$ cat config.mk
export PLATFORM = sky130hd
export DESIGN_NAME = regfile_mp
export DESIGN_NICKNAME = d
export VERILOG_FILES = /design/src/rtl/regfile_mp.sv
export SDC_FILE = /design/constraint.sdc
export NUM_CORES = 1
export LEC_CHECK = 0
export ABC_CLOCK_PERIOD_IN_PS = 3270
export CAP_MARGIN = 15
export CORE_ASPECT_RATIO = 0.75
export CORE_UTILIZATION = 42
export CTS_CLUSTER_SIZE = 24
export DETAILED_ROUTE_END_ITERATION = 6
export GPL_TIMING_DRIVEN = 0
export PLACE_DENSITY_LB_ADDON = 0.3
export REMOVE_ABC_BUFFERS = 1
export SLEW_MARGIN = 20
export SYNTH_ARGS = -nofsm -noshare
export SYNTH_HDL_FRONTEND = slang
export SYNTH_SLANG_ARGS = --single-unit
export TNS_END_PERCENT = 5
$ cat constraint.sdc
create_clock -name clk -period 3.27 [get_ports clk]
set_input_delay 0.654 -clock clk [delete_from_list [all_inputs] [get_ports clk]]
set_output_delay 0.654 -clock clk [all_outputs]
set_load 0.03 [all_outputs]
$ cat src/rtl/regfile_mp.sv
// regfile_mp: parametrised multi-read, single-write integer register file
// with a post-reset hardware clear sequencer.
//
// Optional feature macro: REGFILE_BYPASS_EN. When defined, a write and a read
// of the same register in one enabled cycle return the new write data
// (per read port). When undefined, the read returns the pre-write value.
//
// Ports:
//   clk       in   clock, all logic on rising edge
//   rst_n     in   synchronous active-low reset
//   en        in   stage enable; reads/writes only when en=1 and busy=0
//   writeEn   in   write request, qualified by en
//   rd        in   write address
//   dataDest  in   write data
//   rs        in   packed read addresses, port i = rs[i*ADDR_W +: ADDR_W]
//   data      out  packed registered read data, port i = data[i*XLEN +: XLEN]
//   busy      out  high while the clear sequencer runs
module regfile_mp #(
    parameter int XLEN     = 32,
    parameter int NREGS    = 32,
    parameter int NREAD    = 2,
    parameter int ZERO_REG = 1,
    parameter int ADDR_W   = $clog2(NREGS)
) (
    input  logic                    clk,
    input  logic                    rst_n,
    input  logic                    en,
    input  logic                    writeEn,
    input  logic [ADDR_W-1:0]       rd,
    input  logic [XLEN-1:0]         dataDest,
    input  logic [NREAD*ADDR_W-1:0] rs,
    output logic [NREAD*XLEN-1:0]   data,
    output logic                    busy
);

    typedef enum logic {CLEAR, RUN} state_t;

    // One extra bit so the index never wraps back onto register 0.
    localparam int CW = ADDR_W + 1;
    localparam logic [ADDR_W:0] LAST = CW'(NREGS - 1);

    state_t          state, state_nx;
    logic [ADDR_W:0] clr_idx, clr_idx_nx;
    logic [XLEN-1:0] regs [NREGS];
    logic            acc;
    logic            wr_ok;

    // State register
    always_ff @(posedge clk) begin
        if (!rst_n) begin
            state   <= CLEAR;
            clr_idx <= '0;
        end else begin
            state   <= state_nx;
            clr_idx <= clr_idx_nx;
        end
    end

    // Next state / outputs
    always_comb begin
        state_nx   = state;
        clr_idx_nx = clr_idx;
        busy       = 1'b0;
        case (state)
            CLEAR: begin
                busy       = 1'b1;
                clr_idx_nx = clr_idx + CW'(1);
                if (clr_idx == LAST) state_nx = RUN;
            end
            RUN: begin
                busy = 1'b0;
            end
            default: begin
                state_nx = CLEAR;
                busy     = 1'b1;
            end
        endcase
    end

    assign acc   = en && (state == RUN);
    // Register 0 swallows writes when it is hardwired to zero.
    assign wr_ok = acc && writeEn && !((ZERO_REG != 0) && (rd == '0));

    // Storage: cleared by the sequencer, never by reset directly.
    always_ff @(posedge clk) begin
        if (rst_n) begin
            if (state == CLEAR)
                regs[clr_idx[ADDR_W-1:0]] <= '0;
            else if (wr_ok)
                regs[rd] <= dataDest;
        end
    end

    // Independent read ports
    for (genvar i = 0; i < NREAD; i++) begin : g_rd
        logic [ADDR_W-1:0] ra;
        logic [XLEN-1:0]   rv;
        logic [XLEN-1:0]   dq;

        assign ra = rs[i*ADDR_W +: ADDR_W];

        always_comb begin
            rv = regs[ra];
`ifdef REGFILE_BYPASS_EN
            if (writeEn && (rd == ra)) rv = dataDest;
`endif
            // Zero override last so it also wins over forwarding.
            if ((ZERO_REG != 0) && (ra == '0)) rv = '0;
        end

        always_ff @(posedge clk) begin
            if (!rst_n)
                dq <= '0;
            else if (state == CLEAR)
                dq <= '0;
            else if (acc)
                dq <= rv;
        end

        assign data[i*XLEN +: XLEN] = dq;
    end

endmodule
Word-level counts from Yosys, hierarchy flattened:

Memory sizes are Yosys's and may differ from the RTL's.
Index checks and enable logic that the tools add are counted.

* memories kept: 1
* memory bits (read-only): 0
* RAM bits: 1024
* latch bits: 0
* output and inout bits: 65
* word-level logic and storage cells: 32
* register bits: 71
* bits of input ports: 51

Memory list
* regs: depth 32, width 32, rd ports 2, clocked after memory_dff 0, write ports 1, line 44 `logic [XLEN-1:0] regs [NREGS];`

* equal/unequal tests: 1
* div/mod/pow operators: 0
* bitwise logic cells: 1
* multiply operators: 0
* order comparisons: 0
* $add $sub $neg: 1
* reductions and logical operators: 9
* shift-type cells: 0
* muxes and demuxes: 15

Operator list (count)
* two-way mux 32 bit: 3
* OR reduction 32 bit: 1
* zero test 5 bit: 3
* two-way mux 1 bit: 10
* adder 6 x 1 -> 6 bit, second input constant: 1
* == test 6 x 5 -> 1 bit, second input constant: 1
* two-way mux 5 bit: 1
* logical AND 1 bit: 3
* one-hot mux 1 bit (2 select lines): 1
* AND reduction 2 bit: 1
* zero test 1 bit: 1
* NOT 1 bit: 1

Logic depth before layout (Yosys ltp):

* depth after elaboration: 9
* gate-level depth with buffers: 9
* gate-level depth less buffers: 5

Worst setup path after synthesis:

Ideal clock, no wire load.

* kind: input -> register
* start point: input en
* end point: memory regs[24][0], enable pin
* buffers on the path: 3
* data arrival time: 3034 ps
* slack: -185 ps
* required time: 2849 ps
* stages: 7
* library setup time: 421 ps
* cells stage by stage: buf_4 -> nand4_1 -> a21oi_1 -> buf_4 -> buf_2 -> a41oi_1 -> nor2_1

* cells in the longest elaborated chain, start to end: 9

Ends and longest elaborated chain
* from (decl): line 27 `input logic en,`
* logical AND 1 bit *: line 80 `assign acc = en && (state == RUN);`
* logical AND 1 bit * (2 in series): line 82 `assign wr_ok = acc && writeEn && !((ZERO_REG != 0) && (rd == '0));`
* two-way mux 1 bit *: line 89 `else if (wr_ok)`
* two-way mux 1 bit *: line 87 `if (state == CLEAR)`
* two-way mux 1 bit *: line 86 `if (rst_n) begin`
* two-way mux 1 bit (implied by the code) *: line 90 `regs[rd] <= dataDest;`
* OR reduction 32 bit (no source line)
* two-way mux 5 bit (no source line) / two-way mux 1 bit (equally long branches)
* to (decl): line 44

Mark *: on every way between the ends. The rest lies on a longest branch, timed or not.

Worst setup path after layout:

* start point: input rs[6]
* end point: register g_rd[1].dq[23]

* cells in the longest elaborated chain, start to end: 2

Ends and longest elaborated chain
* from (decl): line 31 `input logic [NREAD*ADDR_W-1:0] rs,`
* memory read (32 x 32 bit) / zero test 5 bit (equally long branches)
* two-way mux 32 bit *: line 108 `if ((ZERO_REG != 0) && (ra == '0)) rv = '0;`
* to (signal assigned): line 117 `dq <= rv;`
* to (decl): line 98 `logic [XLEN-1:0] dq;`

Marks and branches as above.
A chain may end at the register's enable or synchronous reset.

==> summary.txt <==
Status
  • Status: finished, violations left
  • Failing checks: negative setup slack

Critical path
  • Worst R2R Setup Slack: ~130 ps
  • CP Class: in -> reg
  • Worst Reg-to-Reg Cells: 6
  • Worst-path maximum fanout: 64
  • Worst path arrival time: between 3000 and 4000 ps
  • R2R Path End: regs[16][30]
  • Kind of start point of the critical path: input pin
  • WP data required: around 4000 ps
  • Worst R2R Start: state
  • Critical Path Sink Type: flop

Global route
  • Vias in the first global route: 31,830
  • Initial antenna violation count: 2
  • First-pass GRT wire length: between 200,000 and 250,000 um
  • GRT overflow: 0
  • Pin count of the biggest net entering global routing: 85
  • Global-route usage over all layers: 26.80%

STA
  • Max-slew headroom: between 20% and 30%
  • Post-route clock period utilization: 101.9%
  • Max Freq: 0.3002 GHz
  • Worst slew pin tran: 1135 ps
  • Skew final: 21.31 ps
  • RSZ-0062 raised after global routing: yes
  • Final setup vio count: 20
  • Final hold vios: 0
  • Final setup TNS: -409.2 ps
  • Final Max Tran Viols: 0
  • Setup WS post-layout: -61.51 ps
  • Hold slack: between 400 and 500 ps
  • Post-layout min period: approximately 3300 ps

Floorplanning
  • # IOs: roughly 120
  • Die ar.: ~0.12 mm^2
  • Die Width: 405.7 um
  • Initial core utilization: between 40% and 50%
  • Row cnt: 110
  • Die Height: 304.8 um
  • Core area: around 0.12 mm^2

Synthesis
  • Seq/Total Area, Yosys: 62.65%
  • Synth top area cells: edfxtp_1 (60%), mux4_2 (14%), mux2i_1 (8.6%), dfxtp_1 (2.8%), a211oi_1 (1.3%)
  • Mapped Cells: between 3,000 and 4,000
  • Synth warn: 0
  • Number of synthesized flops with an enable pin: 1,024
  • Avg Cell Area, Syn: approximately 16 um^2
  • FF+latch count, synth: roughly 1,100
  • Top FF cell, synth: edfxtp_1
  • Cell taking the most area after synthesis: edfxtp_1
  • Post-synth top area share: roughly three fifths
  • Synth Cell Area: 0.05135 mm^2
  • Synth cell types: 55
  • Ys async rst share: 0%

Drt
  • Number of DRC markers in iteration 0: between 4,000 and 5,000
  • Vias per cell: between 6 and 7
  • Final ANT Viol Nets: 0
  • Routed wire per std cell: approximately 33 um
  • Final wirelength: around 170,000 um
  • Drt first pass iters: 5
  • Via count: 32,808
  • DRC: 0

Run
  • # Max-Cap Violations: 0

Power and ir drop
  • LEAKAGE: between 0.02 and 0.025 uW
  • Tot Pwr: 29,380 uW
  • Peak supply drop: about 0.00045 V
  • Pwr Density: roughly 500 mW/mm^2

Finish
  • Design area: approximately 0.060 mm^2
  • Nets: around 3,300
  • Most frequent cells in the layout: edfxtp_1 (1,024), mux2i_1 (440), mux4_2 (320)
  • Most common cell after layout, fill and taps aside: edfxtp_1
  • Layout cell share with drive strength beyond 1: between 20 and 25%
  • Area grow syn2layout: 16.89%

Clock tree
  • Clock transition at path regs: approximately 60 ps
  • CTS Sinks: approximately 1,100
  • CTS root buf: clkbuf_16
  • CTS H-tree depth: 3
  • CTS tree: done
  • Clock Latency Late Sink: 710 ps
  • Number of CTS-inserted buffers: 104
  • Clock buffer depth: 3

Placement
  • Port buffer count: around 120
  • Setup WS pre-CTS: -1321 ps
  • Routability congestion estimate: about 0.8
  • Detailed placement HPWL: about 100,000 um
  • Post-DP Area: approximately 0.056 mm^2

Min path
  • Worst hold path startpoint: rs[9]
  • Hold endpoint: g_rd[1].dq[19]
  • Hold Path Depth: 3
  • Hold Path Class: in -> reg
[where the power goes]
group          leakage (uW)  internal (uW)  switching, uW
registers            0.0109          15200           36.7
clock network       0.00166           6930           5380
logic               0.00809            736           1130
total                0.0206          22800           6550
[layout make-up]
| cell class | count | area [um^2] |
|---|---|---|
| Sequential cell | 1095 | 32170 |
| Antenna cell | 3 | 7.507 |
| Multi-Input combinational cell | 1830 | 18180 |
| Fill cell | 9905 | 60540 |
| Inverter | 6 | 27.53 |
| Tap cell | 1624 | 2032 |
| Clock inverter | 47 | 441.7 |
| Timing Repair Buffer | 243 | 4193 |
| Clock buffer | 149 | 2967 |
[flip-flops by register name, summed over array words and instances, names as in the netlist]
register	count
clr_idx	6
regs	1024
g_rd.dq	64
state	1
[per-stage QoR]
stage	util [%]	cells
5_1_grt	49.78	4995
3_5_place_dp	46.80	4788
6_report	49.78	4997
4_1_cts	49.69	4990
3_3_place_gp	44.05	4669
2_1_floorplan	-	2930
[what timing repair did]
action,CTS,global route
hold buffers,0,0
setup endpoints to repair,1206,138
gates resized for setup,10,8
pin swaps,2,4
gates cloned,1,0
setup buffers,5,1
[worst max-delay path: stages]
cell	delay (ps)
buf_16	270
buf_16	380
buf_16	410
or2_4	510
nor3_1	80
or4_4	640
buf_16	270
a211oi_1	360
a31o_1	150
[routing by layer]
| metal | vias up | routed length (um) | track usage [%] |
|---|---|---|---|
| met5 | - | 0 | 0 |
| met4 | 0 | 5008 | 7.424 |
| met3 | 302 | 19090 | 6.087 |
| met2 | 2023 | 72050 | 38.54 |
| met1 | 17267 | 70230 | 40.60 |
| li1 | 13216 | - | - |
[worst max-delay path by stage]
| stage | startpoint | to | slack, ps | cells after the start |
|---|---|---|---|---|
| 2_1_floorplan | rst_n | regs[18][0] | -1100 | 4 |
| 3_3_place_gp | rs[5] | g_rd[1].dq[1] | -22080 | 5 |
| 3_5_place_dp | rst_n | regs[6][19] | -1320 | 9 |
| 4_1_cts | rs[0] | g_rd[0].dq[4] | 8 | 10 |
| 5_1_grt | rs[6] | g_rd[1].dq[23] | -100 | 9 |
| 6_report | rs[6] | g_rd[1].dq[23] | -60 | 9 |
[cell usage after synthesis (3+ instances only)]
cell type,instances
a211oi_1,92
a21oi_1,106
a221oi_1,24
a31o_1,31
a31oi_1,4
a41oi_1,4
and2_1,38
buf_1,16
buf_2,84
buf_4,34
buf_6,31
clkbuf_1,87
dfxtp_1,71
edfxtp_1,1024
inv_1,4
mux2i_1,440
mux4_2,320
nand2_1,160
nand2b_1,36
nand3_1,27
nor2_1,150
nor2b_1,41
nor3_1,29
nor4_1,27
nor4b_1,5
nor4bb_1,3
o2111ai_1,31
o21ai_0,100
o221ai_1,7
o22a_1,24
o22ai_1,65
o2bb2ai_1,7
or4_1,32
xnor2_1,3
[kinds of logic after synthesis]
kind of cell | after synthesis | synth area share, %
DFF | 1095 | 62.65
adders and majority gates | 1 | 0.02436
buffers and inverters | 259 | 2.807
and+or+nand+nor | 561 | 5.339
AOI/OAI and AO/OA | 502 | 6.472
xor gates and xnor gates | 4 | 0.06824
muxes | 761 | 22.64
No activity file was read; power rests on OpenSTA's default activity.
